--- config.mk ---
export PLATFORM = sky130hd
export DESIGN_NAME = viterbi_acs_sched
export DESIGN_NICKNAME = d
export VERILOG_FILES = /design/src/rtl/viterbi_acs_sched.sv
export SDC_FILE = /design/constraint.sdc
export NUM_CORES = 1
export LEC_CHECK = 0
export CORE_MARGIN = 5
export CORE_UTILIZATION = 58
export CTS_BUF_LIST = sky130_fd_sc_hd__clkbuf_8
export DETAILED_ROUTE_END_ITERATION = 16
export PLACE_DENSITY = 0.82
export SETUP_SLACK_MARGIN = 0.3
export SYNTH_ARGS = -nofsm -noshare
export SYNTH_HDL_FRONTEND = slang
export SYNTH_SLANG_ARGS = --single-unit
--- constraint.sdc ---
create_clock -name clk -period 6.8 [get_ports clk]
set_input_delay 2.04 -clock clk [delete_from_list [all_inputs] [get_ports clk]]
set_output_delay 2.04 -clock clk [all_outputs]
set_load 0.01 [all_outputs]
--- src/rtl/viterbi_acs_sched.sv ---
// Path-metric sequencer for a K=3, rate-1/2 Viterbi decoder (generators 7, 5 octal).
// Time-shares one external combinational ACS unit across the four trellis states:
// each accepted symbol takes four RUN cycles (one per next state) and one COMMIT
// cycle. The commit writes the new bank, with optional MSB normalisation, and
// publishes a registered survivor word.
module viterbi_acs_sched #(
   parameter int PMW     = 8,
   parameter int BMW     = 2,
   parameter bit NORM_EN = 1'b1
) (
   input  logic             clk,
   input  logic             rst,
   input  logic             in_valid,
   output logic             in_ready,
   input  logic             in_first,
   input  logic [4*BMW-1:0] bm,
   output logic             acs_p0_valid,
   output logic             acs_p1_valid,
   output logic [BMW-1:0]   acs_p0_bmc,
   output logic [BMW-1:0]   acs_p1_bmc,
   output logic [PMW-1:0]   acs_p0_pmc,
   output logic [PMW-1:0]   acs_p1_pmc,
   input  logic             acs_selection,
   input  logic             acs_valid,
   input  logic [PMW-1:0]   acs_path_cost,
   output logic             surv_valid,
   output logic [3:0]       surv_bits,
   output logic [3:0]       surv_state_valid,
   output logic [1:0]       best_state,
   output logic [PMW-1:0]   best_metric,
   output logic             norm_event
);

   typedef enum logic [1:0] {ST_IDLE = 2'd0, ST_RUN = 2'd1, ST_COMMIT = 2'd2} state_t;

   localparam logic [PMW-1:0] MSB_MASK = {1'b1, {(PMW-1){1'b0}}};

   // Codeword on the branch from predecessor {ns[0], p_lsb} into ns, with u = ns[1].
   function automatic logic [1:0] branch_cw(input logic [1:0] ns, input logic p_lsb);
      return {ns[1] ^ ns[0] ^ p_lsb, ns[1] ^ p_lsb};
   endfunction

   state_t           state_r, state_s;
   logic [1:0]       idx_r;
   logic [4*BMW-1:0] bm_r;
   logic [PMW-1:0]   pm_r [4];
   logic [3:0]       pv_r;
   logic [PMW-1:0]   npm_r [4];
   logic [3:0]       nv_r;
   logic [3:0]       sbits_r;
   logic [1:0]       cw0_s, cw1_s;
   logic             any_v_s, all_msb_s, norm_s, best_found_s;
   logic [PMW-1:0]   commit_pm_s [4];
   logic [1:0]       best_state_s;
   logic [PMW-1:0]   best_metric_s;
   logic             surv_valid_r, norm_event_r;
   logic [3:0]       surv_bits_r, surv_state_valid_r;
   logic [1:0]       best_state_r;
   logic [PMW-1:0]   best_metric_r;
   logic             accept_s;

   assign in_ready         = (state_r == ST_IDLE);
   assign accept_s         = in_valid && (state_r == ST_IDLE);
   assign surv_valid       = surv_valid_r;
   assign surv_bits        = surv_bits_r;
   assign surv_state_valid = surv_state_valid_r;
   assign best_state       = best_state_r;
   assign best_metric      = best_metric_r;
   assign norm_event       = norm_event_r;

   // Next-state logic: one accept, four ACS evaluations, one commit.
   always_comb begin
      state_s = state_r;
      case (state_r)
         ST_IDLE:   if (in_valid) state_s = ST_RUN; else state_s = ST_IDLE;
         ST_RUN:    if (idx_r == 2'd3) state_s = ST_COMMIT; else state_s = ST_RUN;
         ST_COMMIT: state_s = ST_IDLE;
         default:   state_s = ST_IDLE;
      endcase
   end

   // State register and next-state index counter.
   always_ff @(posedge clk) begin
      if (rst) begin
         state_r <= ST_IDLE;
         idx_r   <= 2'd0;
      end else begin
         state_r <= state_s;
         if (state_r == ST_RUN) idx_r <= idx_r + 2'd1;
         else                   idx_r <= 2'd0;
      end
   end

   // ACS drive for next state idx: both predecessors share ns[0] as their MSB.
   always_comb begin
      acs_p0_valid = 1'b0;
      acs_p1_valid = 1'b0;
      acs_p0_bmc   = {BMW{1'b0}};
      acs_p1_bmc   = {BMW{1'b0}};
      acs_p0_pmc   = {PMW{1'b0}};
      acs_p1_pmc   = {PMW{1'b0}};
      cw0_s        = branch_cw(idx_r, 1'b0);
      cw1_s        = branch_cw(idx_r, 1'b1);
      if (state_r == ST_RUN) begin
         acs_p0_valid = pv_r[{idx_r[0], 1'b0}];
         acs_p1_valid = pv_r[{idx_r[0], 1'b1}];
         acs_p0_pmc   = pm_r[{idx_r[0], 1'b0}];
         acs_p1_pmc   = pm_r[{idx_r[0], 1'b1}];
         acs_p0_bmc   = bm_r[BMW*cw0_s +: BMW];
         acs_p1_bmc   = bm_r[BMW*cw1_s +: BMW];
      end else begin
         acs_p0_valid = 1'b0;
      end
   end

   // Commit datapath: normalisation, zeroing of invalid states, best-state search.
   always_comb begin
      any_v_s   = |nv_r;
      all_msb_s = 1'b1;
      for (int s = 0; s < 4; s++) begin
         if (nv_r[s] && !npm_r[s][PMW-1]) all_msb_s = 1'b0;
         else                             all_msb_s = all_msb_s;
      end
      norm_s = NORM_EN & any_v_s & all_msb_s;
      for (int s = 0; s < 4; s++) begin
         if (!nv_r[s])    commit_pm_s[s] = {PMW{1'b0}};
         else if (norm_s) commit_pm_s[s] = npm_r[s] & ~MSB_MASK;
         else             commit_pm_s[s] = npm_r[s];
      end
      best_found_s  = 1'b0;
      best_state_s  = 2'd0;
      best_metric_s = {PMW{1'b0}};
      for (int s = 0; s < 4; s++) begin
         if (nv_r[s] && (!best_found_s || commit_pm_s[s] < best_metric_s)) begin
            best_found_s  = 1'b1;
            best_state_s  = 2'(s);
            best_metric_s = commit_pm_s[s];
         end else begin
            best_found_s  = best_found_s;
         end
      end
   end

   // Symbol capture and working path-metric bank (init on first symbol, update at commit).
   always_ff @(posedge clk) begin
      if (rst) begin
         bm_r <= {(4*BMW){1'b0}};
         pv_r <= 4'b0001;
         for (int s = 0; s < 4; s++) pm_r[s] <= {PMW{1'b0}};
      end else begin
         if (accept_s) bm_r <= bm;
         if (accept_s && in_first) begin
            pv_r <= 4'b0001;
            for (int s = 0; s < 4; s++) pm_r[s] <= {PMW{1'b0}};
         end else if (state_r == ST_COMMIT) begin
            pv_r <= nv_r;
            for (int s = 0; s < 4; s++) pm_r[s] <= commit_pm_s[s];
         end
      end
   end

   // Per-next-state capture of the ACS result during RUN.
   always_ff @(posedge clk) begin
      if (rst) begin
         nv_r    <= 4'b0000;
         sbits_r <= 4'b0000;
         for (int s = 0; s < 4; s++) npm_r[s] <= {PMW{1'b0}};
      end else if (state_r == ST_RUN) begin
         npm_r[idx_r]   <= acs_path_cost;
         nv_r[idx_r]    <= acs_valid;
         sbits_r[idx_r] <= acs_selection;
      end
   end

   // Registered survivor outputs; pulses last one cycle, the rest hold until the next commit.
   always_ff @(posedge clk) begin
      if (rst) begin
         surv_valid_r       <= 1'b0;
         norm_event_r       <= 1'b0;
         surv_bits_r        <= 4'b0000;
         surv_state_valid_r <= 4'b0000;
         best_state_r       <= 2'd0;
         best_metric_r      <= {PMW{1'b0}};
      end else begin
         surv_valid_r <= (state_r == ST_COMMIT);
         norm_event_r <= (state_r == ST_COMMIT) && norm_s;
         if (state_r == ST_COMMIT) begin
            surv_bits_r        <= sbits_r;
            surv_state_valid_r <= nv_r;
            best_state_r       <= best_state_s;
            best_metric_r      <= best_metric_s;
         end
      end
   end

endmodule

# Word-level counts from Yosys, hierarchy flattened
# Memory sizes are Yosys's and may differ from the RTL's. A register that Yosys moved wholly into a read port is not among the register bits.
# Cells that the tools add are included.
# word_totals
regBits,44
latchBits,0
ramBits,64
romBits,0
word_cells,130
memories,2
# op_classes
addsub,1
mul,0
n_div,0
n_lt_le_gt_ge,7
eq_ne,3
shift,2
mux,64
bitwise,13
reduce_logical,26
# mem_list
name,words,width,read_ports,rd_clocked_by_memory_dff,wr,line,source
npm_r,4,8,4,0,4,48,logic [PMW-1:0] npm_r [4];
pm_r,4,8,2,2,4,46,logic [PMW-1:0] pm_r [4];
# ops
operator,n
8-bit 2-to-1 mux,23
1-bit 2-to-1 mux,29
8-bit less-than comparator,3
2-bit 2-to-1 mux,8
8-bit by 4-bit indexed part select with 2-bit output,2
1-bit logical AND,11
"2-bit by 3-bit less-than comparator with 1-bit output, second input constant",3
4-bit bitwise mux,2
1-bit bitwise OR,8
8-bit OR reduction,1
1-bit logical NOT,7
"2-bit == test, second input constant",2
2-bit case mux with 2 select lines,1
2-bit OR reduction,2
4-bit OR reduction,1
1-bit logical OR,3
1-bit inverter,3
"2-bit by 1-bit adder with 2-bit output, second input constant",1
1-bit demux with 2-bit select,1
"2-bit by 1-bit == test with 1-bit output, second input constant",1
"2-bit by 1-bit greater-or-equal comparator with 1-bit output, second input constant",1
2-bit logical NOT,1
1-bit AND,1
1-bit XOR,1

# Depth between registers and ports, before layout
# Gate-level depths: netlist of the first run.
# An unclocked memory read counts as a cell.
# logic_depth
ltp_word,23
depth_mapped,30

# Least setup slack after synthesis of the first run
# Ideal clock, no wire load.
# synth_path
kind,register -> register
start,reg nv_r[1]
end,reg best_metric_r[1] (netlist: best_metric[1])
arrival_ns,5.848
required_time_ns,6.730
path_slack_ns,0.882
stages_incl_launch_ff,31
n_path_buf,3
synth_period_minus_slack_ns,5.918
cell_sequence,dfxtp_1 -> buf_4 -> inv_1 -> o22ai_1 -> or2_2 -> nand3_1 -> inv_1 -> ha_1 -> o21ai_0 -> o21bai_1 -> nor3_2 -> o21ai_1 -> buf_2 -> nor2_1 -> a31oi_1 -> ha_1 -> o21ai_0 -> o21ba_2 -> o211a_1 -> a41oi_4 -> mux2_4 -> ha_1 -> o211ai_1 -> or3_1 -> o211a_1 -> a211oi_1 -> a21oi_1 -> nand2_1 -> clkbuf_1 -> nand2_1 -> o21ai_1
# synth_lines
item,line,source
"start, declared",49,logic [3:0] nv_r;
"start signal, assigned by index",170,nv_r[idx_r] <= acs_valid;
"end signal, assigned",183,best_metric_r <= {PMW{1'b0}};
"end signal, assigned",191,best_metric_r <= best_metric_s;
"end, declared",59,logic [PMW-1:0] best_metric_r;

==> results.toml, run 1 <==
[synth]
ys_warn_count = 0
synth_ff_type = "edfxtp_1"
synth.top_cell.area_share_pct = 30.15
synth_edf_count = 56
synth_area_per_cell_um2 = 9.615
synth.area.top_cells = "edfxtp_1, dfxtp_1, ha_1"
ys_types = 51
netlist_instances = 580
syn-num-nets = 627
ys_seq_area_share_pct = 48.82
syn_area_mm2 = 0.005577
ys_ff_latch = 108
async_reset_ff_share_pct = 0
yosysTopAreaCell = "edfxtp_1"

[pwr]
pwr-share-clk_pct = 30.6
power_frac_seq_pct = 59.5
p_leak_nw = 2.422
ir_drop_uv = 123.3
p_int_uw = 922.6
switching_share_pct = 23.74
combPwrFrac_pct = 9.8
switching_power_uw = 287.3
powerDensity_mw_per_mm2 = 184.7
p_total_mw = 1.210

[hold_path]
hp-class = "reg2reg"

[clock_network]
clk-insertion-delay-late_ns = 0.36
cts_tree = "built"
cts_sinks = 108
hold_buffers = 0
numCtsBuffers = 9
clock_tree.buffer_depth = 2
cts-root-buf = "clkbuf_8"
cts.htree.levels = 3
clkTransAtPathRegs_ns = 0.09

[placed_design]
io_buffers = 64
dpl_worst_slack_ns = 0.6595
dpl.hpwl_mm = 10.52
dp.cells = 751
place_area_mm2 = 0.006337
gp_congestion = 0.9287

[worst_setup_path]
worstPathMaxFanout = 14
path_buf_inv = 4
path_class = "reg2reg"
cp.required_ns = 7.08
arrival_ns = 6.38
slowest_delay_ns = 0.32
path_delay_family = "compound AO/OA/AOI/OAI gates"
critPathSlowestCell = "dfxtp_1"
critical_path.endpoint_type = "flop"
cp-start-kind = "flop"
worst_path_most_repeated_cell = "ha_1"

[timing]
rsz0062_at_grt = "false"
max_slew_margin_pct = 30.58
finalHoldViolCount = 0
slew_viol_final = 0
fin_ws_ns = 0.6992
finalSetupViolations = 0
hold_ws_ns = 0.4557
skew_ns = 0.008824
timing.final.crit_period_ns = 6.101
max_clock_freq_mhz = 163.9
tns_ns = 0
max_slew.worst_pin.slew_ns = 1.039
period_share_pct = 89.72

[global_route]
grt_use_total_pct = 24.64
grt_pass1_vias = 4212
grt_max_degree = 36
grt_overflow = 0
antenna_found_initial = 0
grt_pass1_wl_mm = 22.15

[layout]
layout.cells.non_filler = 768
layout.nets = 681
area_growth_syn_to_layout_pct = 17.46
drive_above_1_share_pct = 7.825
utilization_pct = 70.22
layout.cells.most_common = "nand2_1"
antennaDiodeCount = 0
final_cell_mix = "nand2_1, clkdlybuf4s50_1, nor2_1"
n_fill_cell = 768
stdcell_area_mm2 = 0.006550

[route]
dr.pass1.iters = 5
drc_errors = 0
postRouteWirelength_mm = 13.67
drtIter0Drc = 381
detail-route-antenna-nets = 0
post_drt_wl_per_cell_um = 17.80
num_vias = 4451
vias_per_cell = 5.796

[floorplan]
die_h_um = 108.1
ios = 65
coreArea_mm2 = 0.009328
die_area_mm2 = 0.01168
core.rowCount = 35
initial_core_util_pct = 59.79
dieWidth_um = 108.1

[status]
outcome = "finished clean"

[job]
maxCapViolations = 0
[sequential cells by signal, indices dropped and copies added, names as in the netlist, 8 cells and up]
register / count
best_metric: 8
bm_r: 8
npm_r: 32
pm_r: 32
[synth_stat cells, drive strengths merged, types with 4 or more instances]
cell,n
and3,19
o211a,4
ha,25
inv,30
mux2,6
a211oi,5
edfxtp,56
and2,39
o21ai,13
nand3b,6
o211ai,5
nand3,16
nand2,82
a31oi,7
mux2i,18
o32a,6
nor3,11
buf,5
mux4,4
nor2,60
a21oi,45
dfxtp,52
clkbuf,29
[worst paths after layout]
check | from | depth (start not counted) | slack, ns | end
worst max register to register | nv_r[2]$_SDFFE_PP0P_ | 29 | 0.70 | best_metric[0]$_SDFFE_PP0P_
worst max-delay path | nv_r[2]$_SDFFE_PP0P_ | 29 | 0.70 | best_metric[0]$_SDFFE_PP0P_
worst min-delay path | surv_bits[0]$_SDFFE_PP0P_ | 2 | 0.46 | surv_bits[0]$_SDFFE_PP0P_
worst min register to register | surv_bits[0]$_SDFFE_PP0P_ | 2 | 0.46 | surv_bits[0]$_SDFFE_PP0P_
[cell type report]
| class | count | area (µm²) | area share, % |
|---|---|---|---|
| inverter | 30 | 112.6 | 1.719 |
| clock inverter | 7 | 61.31 | 0.9360 |
| tap | 129 | 161.4 | 2.464 |
| clock buffer | 9 | 123.9 | 1.891 |
| timing repair buffer | 77 | 750.7 | 11.46 |
| sequential | 108 | 2723 | 41.57 |
| multi-input combinational | 408 | 2618 | 39.96 |
[cells by family (layout without fill, tap and decap cells)]
group                      after synthesis  count (layout)  share of synthesized area [%]
muxes                                   28              28                          6.462
buffers and inverters                   64             123                          4.420
adders and majority gates               25              25                          5.609
AOI/OAI and AO/OA                      106             106                          13.15
DFF                                    108             108                          48.82
and+or+nand+nor                        249             249                          21.54
[worst register-to-register path: cells and delay by family, from the launching register on]
| kind | cells | cell delay, ns |
|---|---|---|
| compound gates | 15 | 2.89 |
| fa+ha+maj | 3 | 0.90 |
| buf+inv | 4 | 0.60 |
| flops | 1 | 0.32 |
| mux | 1 | 0.31 |
| simple gates | 6 | 0.99 |
[metal layers]
| metal | vias to the layer above | track usage, % | part of all wire [%] |
|---|---|---|---|
| met5 | - | 0 | 0 |
| met4 | 0 | 7.845 | 1.8 |
| met3 | 20 | 3.522 | 6.8 |
| met2 | 176 | 39.08 | 48 |
| met1 | 2105 | 35.05 | 44 |
| li1 | 2150 | - | - |
[power groups by stage]
stage | clock network, mW | logic (mW) | registers, mW
finish | 0.371 | 0.119 | 0.720
floorplan | 0 | 0.0727 | 0.728
global route | 0.409 | 0.130 | 0.722
global placement | 0 | 0.115 | 0.734
detailed placement | 0 | 0.118 | 0.735
CTS | 0.379 | 0.118 | 0.720
[what timing repair did]
item / 4_1_cts / 5_1_grt
setup buffers: 0 / 1
setup endpoints to repair: 0 / 10
resized for setup: 0 / 4
Note: power is estimated with default switching activity, not from simulation.
==> inputs of run 2 (changes only) <==
--- a/config.mk
+++ b/config.mk
@@ -5,11 +5,13 @@
 export SDC_FILE = /design/constraint.sdc
 export NUM_CORES = 1
 export LEC_CHECK = 0
+export ABC_AREA = 1
 export CORE_MARGIN = 5
 export CORE_UTILIZATION = 58
 export CTS_BUF_LIST = sky130_fd_sc_hd__clkbuf_8
+export CTS_CLUSTER_SIZE = 10
 export DETAILED_ROUTE_END_ITERATION = 16
-export PLACE_DENSITY = 0.82
+export PLACE_DENSITY = 0.83
 export SETUP_SLACK_MARGIN = 0.3
 export SYNTH_ARGS = -nofsm -noshare
 export SYNTH_HDL_FRONTEND = slang
==> run 2 against run 1 <==
Synthesized cell count is 11% higher. Largest cell class unchanged. Sequential power grew 1%. Via count grew 0.65%.
==> results.toml, run 2 <==
[status]
outcome = "finished clean"

[timing]
max_slew_margin_pct = 29.01
hold_ws_ns = 0.4522
finalHoldViolCount = 0
period_share_pct = 87.23
timing.final.crit_period_ns = 5.932
slew_viol_final = 0
rsz0062_at_grt = "false"
tns_ns = 0
finalSetupViolations = 0
max_slew.worst_pin.slew_ns = 1.061
skew_ns = 0.01591
max_clock_freq_mhz = 168.6

[placed_design]
dpl.hpwl_mm = 10.40
gp_congestion = 0.9537
io_buffers = 64

[worst_setup_path]
worst_path_most_repeated_cell = "nand2_1"
slowest_delay_ns = 0.82
reg2reg_depth = 32
cp-start-kind = "flop"
r2r_start = "nv_r[3]$_SDFFE_PP0P_"
reg2reg_slack_ns = 0.87
worstReg2RegEnd = "best_metric[4]$_SDFFE_PP0P_"
path_class = "reg2reg"
critPathSlowestCell = "dfxtp_1"
cp.required_ns = 7.11
arrival_ns = 6.24
critical_path.endpoint_type = "flop"
worstPathMaxFanout = 19

[floorplan]
core.rowCount = 34
coreArea_mm2 = 0.008763
die_h_um = 104.9
die_area_mm2 = 0.01101
ios = 65
dieWidth_um = 104.9
initial_core_util_pct = 59.67

[hold_path]
whs_path_depth = 2
hp-class = "reg2reg"
worstHoldStart = "surv_state_valid[3]$_SDFFE_PP0P_"
worstHoldEndpoint = "surv_state_valid[3]$_SDFFE_PP0P_"

[layout]
area_growth_syn_to_layout_pct = 17.90
layout.cells.most_common = "nand2_1"
reg.largest.list = "npm_r x32, pm_r x32"
layout.nets = 745
final_cell_mix = "nand2_1, inv_1, nor2_1"
drive_above_1_share_pct = 4.267
antennaDiodeCount = 0

[route]
postRouteWirelength_mm = 13.51
detail-route-antenna-nets = 0
drtIter0Drc = 285
post_drt_wl_per_cell_um = 16.66
drc_errors = 0
num_vias = 4480
vias_per_cell = 5.524
dr.pass1.iters = 5

[clock_network]
cts.htree.levels = 3
cts_resized = 0
clk-insertion-delay-late_ns = 0.37
clkTransAtPathRegs_ns = 0.11
cts_tree = "built"
hold_buffers = 0
post-cts-setup-buffers = 0
cts_sinks = 108
numCtsBuffers = 9
cts-root-buf = "clkbuf_8"
clock_tree.buffer_depth = 2

[synth]
synth_edf_count = 56
synthMostInstantiatedCell = "nand2_1"
async_reset_ff_share_pct = 0
ys_seq_area_share_pct = 52.07
ys_types = 27
synth_ff_type = "edfxtp_1"
ys_ff_latch = 108
ys_warn_count = 0
synth_common_cells = "nand2_1, inv_1, nor2_1"
synth.area.top_cells = "edfxtp_1, dfxtp_1, nand2_1"
syn-num-nets = 690
netlist_instances = 643
syn_area_mm2 = 0.005229
synth_area_per_cell_um2 = 8.132
synth.top_cell.area_share_pct = 32.16
yosysTopAreaCell = "edfxtp_1"

[global_route]
grt_pass1_vias = 4188
grt_pass1_wl_mm = 21.55
grt_overflow = 0
grt_max_degree = 40
grt_use_total_pct = 24.74
antenna_found_initial = 0

[pwr]
p_leak_nw = 2.761
powerDensity_mw_per_mm2 = 213.6
ir_drop_uv = 142.6

[job]
maxCapViolations = 0
==> run 2: changes by cell type in the layout (fill, tap and decap cells not counted), sizes merged, moves of 10 or more <==
cell	change
nor2	+23
nor3	-10
and3	-19
a21oi	+11
o21ai	+35
mux2i	-17
nand2	+81
inv	+56
and2	-39
==> run 2: through the flow <==
| stage | total power [mW] | setup slack [ns] | instances | cell area [µm²] | utilization, % |
|---|---|---|---|---|---|
| after floorplan | 0.8399 | 2.101 | 643 | 5229 | - |
| after global placement | 0.9065 | 1.136 | 795 | 5946 | 67.85 |
| after detailed placement | 0.9106 | 0.9652 | 795 | 5946 | 67.85 |
| after CTS | 1.320 | 0.9345 | 811 | 6165 | 70.35 |
| after global routing | 1.374 | 0.3937 | 811 | 6165 | 70.35 |
| final | 1.317 | 0.8683 | 811 | 6165 | 70.35 |
==> run 2: worst max-delay path: cells and delay by family, from the launching register on <==
family	cells	cell delay, ns
buffers and inverters	2	0.41
AOI/OAI and AO/OA	9	1.87
DFF	1	0.82
and+or+nand+nor	18	1.77
adders and majority gates	3	1.00
==> run 2: layout make-up <==
class / instances / area (µm²)
Multi-Input combinational cell: 423 / 2083
Clock inverter: 6 / 81.33
Inverter: 87 / 326.6
Timing Repair Buffer: 69 / 678.2
Tap cell: 108 / 135.1
Clock buffer: 10 / 137.6
Sequential cell: 108 / 2723
Fill cell: 732 / 2599
==> run 2: logic make-up after synthesis <==
group / after synthesis / share of synthesized area, %
adder cells (fa/ha/maj): 25 / 5.982
flip-flops: 108 / 52.07
AO/OA/AOI/OAI: 126 / 12.92
buffers and inverters: 112 / 8.088
multiplexers: 1 / 0.1914
AND/OR/NAND/NOR: 271 / 20.75
==> run 2: report_power, final <==
part | total [mW] | leakage [nW] | switching (mW) | internal (mW)
sequential | 0.727 | 1.00 | 0.0165 | 0.710
combinational | 0.170 | 1.65 | 0.107 | 0.0630
clock | 0.420 | 0.110 | 0.232 | 0.188
==> run 2: layer usage <==
layer | share of wire [%] | track usage (%) | up-vias
li1 | - | - | 2193
met1 | 43 | 33.61 | 2080
met2 | 49 | 41.41 | 189
met3 | 6.9 | 4.131 | 18
met4 | 1.5 | 6.210 | 0
met5 | 0 | 0 | -
==> run 2: worst max-delay path by stage <==
| stage | startpoint | end | slack [ns] | depth (start not counted) |
|---|---|---|---|---|
| floorplan | nv_r[1]$_SDFFE_PP0P_ | best_metric[2]$_SDFFE_PP0P_ | 2.10 | 34 |
| global placement | nv_r[3]$_SDFFE_PP0P_ | best_metric[2]$_SDFFE_PP0P_ | 1.14 | 32 |
| detailed placement | nv_r[3]$_SDFFE_PP0P_ | best_metric[4]$_SDFFE_PP0P_ | 0.97 | 32 |
| CTS | nv_r[3]$_SDFFE_PP0P_ | best_metric[4]$_SDFFE_PP0P_ | 0.93 | 32 |
| global route | nv_r[3]$_SDFFE_PP0P_ | best_metric[4]$_SDFFE_PP0P_ | 0.39 | 32 |
| finish | nv_r[3]$_SDFFE_PP0P_ | best_metric[4]$_SDFFE_PP0P_ | 0.87 | 32 |
